### config.mk
export PLATFORM = sky130hd
export DESIGN_NAME = mem_stage
export DESIGN_NICKNAME = d
export VERILOG_FILES = /design/src/rtl/mem_stage.sv
export SDC_FILE = /design/constraint.sdc
export NUM_CORES = 1
export LEC_CHECK = 0
export ABC_AREA = 0
export CAP_MARGIN = 20
export CORE_MARGIN = 2
export CORE_UTILIZATION = 46
export DETAILED_ROUTE_END_ITERATION = 8
export HOLD_SLACK_MARGIN = 0.05
export PLACE_DENSITY = 0.83
export REMOVE_ABC_BUFFERS = 1
export SYNTH_ARGS = -nofsm -noshare
export SYNTH_HDL_FRONTEND = slang
export SYNTH_SLANG_ARGS = --single-unit
export TNS_END_PERCENT = 30
### constraint.sdc
create_clock -name clk -period 2.9 [get_ports clk]
set_clock_uncertainty 0.15 [all_clocks]
set_input_delay 0.29 -clock clk [delete_from_list [all_inputs] [get_ports clk]]
set_output_delay 0.29 -clock clk [all_outputs]
set_load 0.02 [all_outputs]
### src/rtl/mem_stage.sv
// Memory-access stage: takes one instruction from EX, runs a valid/ready data-memory
// transaction for aligned loads/stores and emits a registered one-cycle writeback packet.
module mem_stage (
    input  logic        clk,
    input  logic        rst_n,
    input  logic        ex_valid,
    output logic        ex_ready,
    input  logic [63:0] ex_alu_res,
    input  logic [63:0] ex_store_data,
    input  logic        ex_mem_rd,
    input  logic        ex_mem_wr,
    input  logic [2:0]  ex_mem_op,
    input  logic [4:0]  ex_rd,
    input  logic        ex_reg_wen,
    output logic        dmem_req_valid,
    input  logic        dmem_req_ready,
    output logic [63:0] dmem_addr,
    output logic        dmem_we,
    output logic [63:0] dmem_wdata,
    output logic [7:0]  dmem_wstrb,
    input  logic        dmem_rsp_valid,
    input  logic [63:0] dmem_rdata,
    output logic        wb_valid,
    output logic [63:0] wb_data,
    output logic [4:0]  wb_rd,
    output logic        wb_wen,
    output logic        misalign
);

    typedef enum logic [1:0] {StIdle, StReq, StRsp} state_e;

    state_e      state_q, state_d;
    logic [2:0]  off_q, off_d;
    logic [2:0]  op_q, op_d;
    logic [4:0]  rd_q, rd_d;
    logic        wen_q, wen_d;
    logic        ld_q, ld_d;

    logic        req_valid_q, req_valid_d;
    logic [63:0] addr_q, addr_d;
    logic        we_q, we_d;
    logic [63:0] wdata_q, wdata_d;
    logic [7:0]  wstrb_q, wstrb_d;

    logic        wb_valid_q, wb_valid_d;
    logic [63:0] wb_data_q, wb_data_d;
    logic [4:0]  wb_rd_q, wb_rd_d;
    logic        wb_wen_q, wb_wen_d;
    logic        misalign_q, misalign_d;

    logic [1:0]  ex_size;
    logic [2:0]  ex_off;
    logic        ex_mis;
    logic [7:0]  st_strb;
    logic [63:0] st_data;
    logic [63:0] lane;
    logic [63:0] ld_val;

    // Undefined store ops act as SD, undefined load op 111 acts as LD.
    always_comb begin
        ex_off = ex_alu_res[2:0];
        if (ex_mem_wr) begin
            ex_size = ex_mem_op[2] ? 2'd3 : ex_mem_op[1:0];
        end else begin
            ex_size = (ex_mem_op == 3'b111) ? 2'd3 : ex_mem_op[1:0];
        end
        case (ex_size)
            2'd1:    ex_mis = ex_off[0];
            2'd2:    ex_mis = |ex_off[1:0];
            2'd3:    ex_mis = |ex_off;
            default: ex_mis = 1'b0;
        endcase
        case (ex_size)
            2'd0: begin
                st_strb = 8'h01 << ex_off;
                st_data = {8{ex_store_data[7:0]}};
            end
            2'd1: begin
                st_strb = 8'h03 << ex_off;
                st_data = {4{ex_store_data[15:0]}};
            end
            2'd2: begin
                st_strb = 8'h0F << ex_off;
                st_data = {2{ex_store_data[31:0]}};
            end
            default: begin
                st_strb = 8'hFF;
                st_data = ex_store_data;
            end
        endcase
    end

    always_comb begin
        lane = dmem_rdata >> {off_q, 3'b000};
        case (op_q)
            3'b000:  ld_val = {{56{lane[7]}}, lane[7:0]};
            3'b001:  ld_val = {{48{lane[15]}}, lane[15:0]};
            3'b010:  ld_val = {{32{lane[31]}}, lane[31:0]};
            3'b100:  ld_val = {56'd0, lane[7:0]};
            3'b101:  ld_val = {48'd0, lane[15:0]};
            3'b110:  ld_val = {32'd0, lane[31:0]};
            default: ld_val = lane;
        endcase
    end

    always_comb begin
        state_d     = state_q;
        off_d       = off_q;
        op_d        = op_q;
        rd_d        = rd_q;
        wen_d       = wen_q;
        ld_d        = ld_q;
        req_valid_d = req_valid_q;
        addr_d      = addr_q;
        we_d        = we_q;
        wdata_d     = wdata_q;
        wstrb_d     = wstrb_q;
        wb_valid_d  = 1'b0;
        wb_data_d   = wb_data_q;
        wb_rd_d     = wb_rd_q;
        wb_wen_d    = wb_wen_q;
        misalign_d  = 1'b0;

        case (state_q)
            StIdle: begin
                if (ex_valid) begin
                    off_d = ex_off;
                    op_d  = ex_mem_op;
                    rd_d  = ex_rd;
                    wen_d = ex_reg_wen;
                    ld_d  = ex_mem_rd;
                    if (!ex_mem_rd && !ex_mem_wr) begin
                        wb_valid_d = 1'b1;
                        wb_data_d  = ex_alu_res;
                        wb_rd_d    = ex_rd;
                        wb_wen_d   = ex_reg_wen;
                    end else if (ex_mis) begin
                        wb_valid_d = 1'b1;
                        misalign_d = 1'b1;
                        wb_data_d  = 64'd0;
                        wb_rd_d    = ex_rd;
                        wb_wen_d   = 1'b0;
                    end else begin
                        state_d     = StReq;
                        req_valid_d = 1'b1;
                        addr_d      = ex_alu_res;
                        we_d        = ex_mem_wr;
                        wdata_d     = ex_mem_wr ? st_data : 64'd0;
                        wstrb_d     = ex_mem_wr ? st_strb : 8'd0;
                    end
                end
            end
            StReq: begin
                if (dmem_req_ready) begin
                    req_valid_d = 1'b0;
                    addr_d      = 64'd0;
                    we_d        = 1'b0;
                    wdata_d     = 64'd0;
                    wstrb_d     = 8'd0;
                    if (ld_q) begin
                        state_d = StRsp;
                    end else begin
                        state_d    = StIdle;
                        wb_valid_d = 1'b1;
                        wb_data_d  = 64'd0;
                        wb_rd_d    = rd_q;
                        wb_wen_d   = 1'b0;
                    end
                end
            end
            StRsp: begin
                if (dmem_rsp_valid) begin
                    state_d    = StIdle;
                    wb_valid_d = 1'b1;
                    wb_data_d  = ld_val;
                    wb_rd_d    = rd_q;
                    wb_wen_d   = wen_q;
                end
            end
            default: state_d = StIdle;
        endcase
    end

    always_ff @(posedge clk or negedge rst_n) begin
        if (!rst_n) begin
            state_q     <= StIdle;
            off_q       <= 3'd0;
            op_q        <= 3'd0;
            rd_q        <= 5'd0;
            wen_q       <= 1'b0;
            ld_q        <= 1'b0;
            req_valid_q <= 1'b0;
            addr_q      <= 64'd0;
            we_q        <= 1'b0;
            wdata_q     <= 64'd0;
            wstrb_q     <= 8'd0;
            wb_valid_q  <= 1'b0;
            wb_data_q   <= 64'd0;
            wb_rd_q     <= 5'd0;
            wb_wen_q    <= 1'b0;
            misalign_q  <= 1'b0;
        end else begin
            state_q     <= state_d;
            off_q       <= off_d;
            op_q        <= op_d;
            rd_q        <= rd_d;
            wen_q       <= wen_d;
            ld_q        <= ld_d;
            req_valid_q <= req_valid_d;
            addr_q      <= addr_d;
            we_q        <= we_d;
            wdata_q     <= wdata_d;
            wstrb_q     <= wstrb_d;
            wb_valid_q  <= wb_valid_d;
            wb_data_q   <= wb_data_d;
            wb_rd_q     <= wb_rd_d;
            wb_wen_q    <= wb_wen_d;
            misalign_q  <= misalign_d;
        end
    end

    assign ex_ready       = (state_q == StIdle);
    assign dmem_req_valid = req_valid_q;
    assign dmem_addr      = addr_q;
    assign dmem_we        = we_q;
    assign dmem_wdata     = wdata_q;
    assign dmem_wstrb     = wstrb_q;
    assign wb_valid       = wb_valid_q;
    assign wb_data        = wb_data_q;
    assign wb_rd          = wb_rd_q;
    assign wb_wen         = wb_wen_q;
    assign misalign       = misalign_q;

endmodule

==> metrics.txt, run 1 <==
run status=completed; area grow syn2layout=46.9%; sw frac=a little over two fifths; sequential share of power=27.3%; Peak supply drop=0.000810 V; CTS tree=yes; Starting Density=a little under half; final worst path period need=between 2 and 3 ns; Chip Height=around 170 um; Crit path required time=~3.2 ns; f_max=0.382 GHz; Total GRT Usage=32.3%; switching power=between 8000 and 9000 uW; CTS Buf Count=25; Max-Cap Viols=0; Slew Limit Fails=0; area of the multi-input gates=around 0.0057 sq mm; Final Cycle Share=between 90% and 100%; DRT Pass-1 Iters=7; initial DRC count=approximately 1200; Pint=12200 uW; Hold Slack=approximately 0.17 ns; synthesized area=0.0119 sq mm; largest net degree at the start of global routing=117; post-CTS sizing=0; per-cell routed wire length=22.6 um; Synth async-reset ratio=100%; number of global-route vias before repair=about 12000; commonest non-fill, non-tap cell in the layout=clkdlybuf4s50_1; Critical Setup Path Class=register to register; IO buf count=approximately 420; Final Setup Violations=0; via count=approximately 12000; Clock Tree Root=clkbuf_16; # rows=58; Clock Power Share=16.6%; fill count=1868; Routed Wire Length=roughly 45000 um; Clock Pin Slew Worst Setup and Hold Paths=0.06 ns; Placed Area=about 0.017 sq mm; io pins=around 420; initial antenna violation count=3; Storage cell area=0.00564 sq mm; number of distinct library cells after synthesis=between 50 and 60; Via density=roughly 6.0; CTS Hold Buffers Added=1; GR Layer Usage met1=a little under two fifths; final core utilization=between 60% and 70%; Seq/Total Area, Yosys=between 40% and 50%; Finished Layout Cells=1978; met3 usage=under 10%; core footprint=0.0253 sq mm; Slew headroom=between 60 and 70%; Cells after Synth=between 1000 and 1500; die area=about 0.027 sq mm; H-tree levels=1; placed cell count=about 1900; nets@finish=about 1800; Post-synth EDFFs=0; die width=between 150 and 200 um; Worst-Skew Late Latency=roughly 0.54 ns; Max FO, Critical Path=20; crit start category=register; met2 Use GR=a little under three fifths; leak pwr=around 0.0074 uW; CP endpoint kind=register; GPL Wtd Cong=a little over 0.9; grt peak-use layer=met2; worst slew pin tran=0.583 ns; power share of the combinational group=roughly 56%; WP data arrival=2.88 ns; drt drc=0; synthesized area per cell=approximately 9.7 sq um; Clock Sinks=225; hpwl dp=between 30000 and 40000 um; yosys synthesis warning count=0; Top FF cell, synth=dfrtp_1; PD cells=about 1200 mW/mm^2; post-route cell area=~0.018 sq mm; unrepaired setup endpoints after global routing=false; Detail Route Antenna Nets=0; post-CTS setup buffers=0; Clock Path Buffers=3; GRT overflow=0; first-pass GRT wire length=67800 um; setup_tns=0 ns; Hold/Removal Path Class=input pin to async pin; layout cell share with drive strength beyond 1=~10%; commonest cells after routing, fill and taps aside=417 x clkdlybuf4s50_1, 222 x dfrtp_1, 147 x nand2_1; Yosys reg bits=225; Hold Fails Final Rpt=0
## cells by family after synthesis
group / synth area share, %
flip-flops: 47.2
buffers and inverters: 5.15
multiplexers: 9.42
adder cells (fa/ha/maj): 1.15
AO/OA/AOI/OAI: 24.5
AND/OR/NAND/NOR: 12.6
## path summary, 6_finish.rpt
| path | start | endpoint | slack [ns] | cells past startpoint |
|---|---|---|---|---|
| max | off_q[1] | wb_data[16] | 0.28 | 7 |
| min | rst_n | dmem_addr[13] | 0.17 | 2 |
| max reg2reg | off_q[1] | wb_data[16] | 0.28 | 7 |
| min reg2reg | dmem_req_valid | dmem_req_valid | 0.33 | 1 |
| max in group asynchronous | rst_n | dmem_wdata[47] | 1.64 | 3 |
| min in group clk | ex_store_data[61] | dmem_wdata[61] | 0.20 | 3 |
## layout make-up
type | instances | share of cell area (%)
Antenna cell | 2 | 0.0286
Clock buffer | 36 | 4.15
Clock inverter | 10 | 1.02
Inverter | 11 | 0.236
Multi-Input combinational cell | 885 | 32.6
Sequential cell | 225 | 32.2
Tap cell | 330 | 2.36
Timing Repair Buffer | 479 | 27.5
## power groups by stage
stage               clock (uW)  sequential, uW  combinational, uW
global placement             0            5750              11600
global route              3680            5940              12700
CTS                       3540            5760              11900
floorplan                    0            7500               4610
finish                    3510            5790              11900
detailed placement           0            5780              11800
## layer usage
metal	routed length, um	vias up
met5	11	-
met4	2390	2
met3	4310	129
met2	22200	663
met1	15800	5797
li1	-	5274
## state kept, by name, indices dropped and copies added, names as in the netlist
name / cells
state_q: 2
wb_rd: 5
op_q: 3
dmem_wdata: 64
wb_wen: 1
rd_q: 5
wb_valid: 1
dmem_wstrb: 8
dmem_req_valid: 1
misalign: 1
off_q: 3
wen_q: 1
ld_q: 1
dmem_we: 1
dmem_addr: 64
wb_data: 64
## through the flow
| stage | total power [uW] | worst slack (ns) |
|---|---|---|
| 5_1_grt | 22300 | 0.153 |
| 2_1_floorplan | 12100 | -2.82 |
| 3_3_place_gp | 17300 | 0.0164 |
| 3_5_place_dp | 17600 | -0.0869 |
| 6_report | 21200 | 0.282 |
| 4_1_cts | 21200 | 0.347 |
## worst max-delay path, stage by stage (launching register included)
cell and delay (ns):
dfrtp_2 0.63, mux2_2 0.39, o2bb2ai_1 0.14, o21ai_1 0.36, nand2_2 0.30, buf_4 0.25, a21oi_1 0.15, o211ai_1 0.11
## cell usage after synthesis, types with 3 or more instances
cell / n / area [sq um]
o21a_1: 7 / 52.6
nand3b_1: 7 / 52.6
a211oi_1: 6 / 45.0
mux2i_1: 38 / 380
a21o_1: 4 / 30.0
a31oi_1: 4 / 25.0
a22o_1: 88 / 771
nor2_1: 141 / 529
nor3_1: 10 / 50.1
inv_1: 8 / 30.0
buf_1: 5 / 18.8
o31ai_1: 32 / 240
nand2_1: 147 / 552
nand2b_1: 6 / 37.5
mux2_2: 22 / 248
o2bb2ai_1: 3 / 26.3
o211ai_1: 19 / 143
a221oi_1: 7 / 61.3
a211o_1: 8 / 70.1
nand3_1: 24 / 120
nor2b_1: 5 / 31.3
and2_1: 6 / 37.5
dfrtp_1: 225 / 5630
a22oi_1: 12 / 90.1
buf_4: 14 / 105
o21ai_0: 87 / 435
o22ai_1: 33 / 206
buf_6: 9 / 101
buf_2: 38 / 190
mux4_2: 22 / 495
clkbuf_1: 42 / 158
ha_1: 11 / 138
a21oi_1: 106 / 531
No activity file was read; power rests on OpenSTA's default activity.
==> run 2: changes to the inputs <==
- SKIP_CTS_REPAIR_TIMING: unset -> 1
==> results of run 2 <==
No change in the layout: final DEF, timing and power equal those of run 1.
Main changes from that run: via count of the first global-routing pass 12081 -> 12069
==> run 3: changes to the inputs <==
- PLACE_DENSITY: 0.83 -> 0.91
==> run 3 against run 2 <==
Effect of this change:
- combinational power is essentially flat
- critical path depth shrank 4
- clock power decreased by 16%
- global-route usage shrank 0.53 points
- cell area is 0.98% lower
- first-iteration DRC count grew 11%
- sequential cell count unchanged
- largest power group unchanged
==> metrics.txt, run 3 (synthesized netlist as in run 1, its figures left out) <==
run status=completed; die area=between 0.02 and 0.03 sq mm; unrepaired setup endpoints after global routing=false; Clock Tree Root=clkbuf_16; commonest cells after routing, fill and taps aside=417 x clkdlybuf4s50_1, 222 x dfrtp_1, 147 x nand2_1; Max FO, Critical Path=9; CP endpoint kind=output port; Hold/Removal Path Class=input pin to async pin; worst slew pin tran=0.720 ns; commonest non-fill, non-tap cell in the layout=clkdlybuf4s50_1; number of global-route vias before repair=12000; placed cell count=roughly 1900; nets@finish=about 1800; Starting Density=47.1%; Chip Height=approximately 170 um; worst r2r src=off_q[2]; Routed Wire Length=~45000 um; f_max=approximately 0.39 GHz; Hold Fails Final Rpt=0; Total GRT Usage=31.7%; Buf/Inv on CP=2; post-route cell area=0.0173 sq mm; Clock Sinks=~230; area grow syn2layout=45.4%; DRT Pass-1 Iters=6; Final Setup Violations=0; CTS tree=yes; largest net degree at the start of global routing=slightly below 90; CP max stage delay=about 0.70 ns; GRT overflow=0; Critical Setup Path Class=register to output port; initial antenna violation count=1; Detail Route Antenna Nets=0; Placed Area=~0.017 sq mm; final worst path period need=approximately 2.6 ns; first-pass GRT wire length=about 67000 um; per-cell routed wire length=approximately 23 um; Clock Pin Slew Worst Setup and Hold Paths=roughly 0.060 ns; Top delay family on crit path=buffers and inverters; Max stage delay cell, worst path=clkdlybuf4s50_1; register-to-register setup slack=approximately 0.34 ns; R2R depth=7; hpwl dp=approximately 33000 um; fin worst setup slack=0.322 ns; RR Endpoint=wb_data[24]; # rows=between 50 and 60; initial DRC count=1292; Clock Path Buffers=3; Setup WS pre-CTS=-0.133 ns; GPL Wtd Cong=about 0.95; Worst-Skew Late Latency=approximately 0.52 ns; io pins=approximately 420; final core utilization=68.5%; CTS Buf Count=24; CP Cell Sequence=inv_1, ha_1, clkdlybuf4s50_1; Via density=between 6 and 7; Slew headroom=roughly 52%; WP data arrival=between 2 and 2.5 ns; IO buf count=418; leak pwr=about 0.0073 uW; Max-Cap Viols=0; crit start category=register; die width=~170 um; via count=12000; Final Cycle Share=about nine tenths; critical path depth=3; drt drc=0; PD cells=between 1000 and 1500 mW/mm^2; Finished Layout Cells=1968; Peak supply drop=slightly above 0.0007 V; layout cell share with drive strength beyond 1=under 10%; core footprint=roughly 0.025 sq mm; Slew Limit Fails=0; Crit path required time=~2.5 ns; H-tree levels=1
==> run 3: changes by cell type in the layout (fill, tap and decap cells not counted), sizes merged <==
cell,delta
clkbuf,-2
inv,-1
bufinv,-5
clkinv,+2
diode,-1
buf,-3
==> run 3: worst max path at each step <==
stage | startpoint | endpoint | slack, ns
2_1_floorplan | ex_mem_op[2] | dmem_wdata[10] | -2.82
3_3_place_gp | ex_mem_op[2] | dmem_wdata[46] | 0.01
3_5_place_dp | ex_mem_wr | dmem_wdata[59] | -0.13
4_1_cts | state_q[0] | ex_ready | 0.29
5_1_grt | off_q[1] | wb_data[24] | 0.19
6_report | state_q[0] | ex_ready | 0.32
==> run 3: per-layer routing <==
metal | global-route usage, % | vias up | routed length [um]
li1 | - | 5263 | -
met1 | 36.9 | 5781 | 15900
met2 | 55.6 | 803 | 22200
met3 | 7.16 | 153 | 4380
met4 | 14.9 | 0 | 2150
met5 | 0 | - | 0
==> run 3: area by class of cell <==
type | instances | area (sq um)
diodes | 1 | 2.50
clock buffers | 34 | 709
clock inverters | 6 | 37.5
fillers | 1814 | 7980
inverters | 11 | 41.3
multi-input cells | 885 | 5700
flip-flops and latches | 225 | 5640
well taps | 330 | 413
repair buffers | 476 | 4800
==> run 3: through the flow <==
stage               power, uW  hold WS (ns)  setup TNS [ns]
finish                  20700         0.210               0
global placement        17300         0.194               0
global route            21800         0.223               0
CTS                     20700        -0.347               0
floorplan               12100        -0.156         -493.28
detailed placement      17700         0.200          -10.88
==> run 3: where the power goes <==
part | leakage, uW | internal (uW) | total (uW) | switching (uW)
clock | 0.000373 | 1690 | 2960 | 1270
sequential | 0.00291 | 4660 | 5790 | 1130
combinational | 0.00402 | 5410 | 12000 | 6570
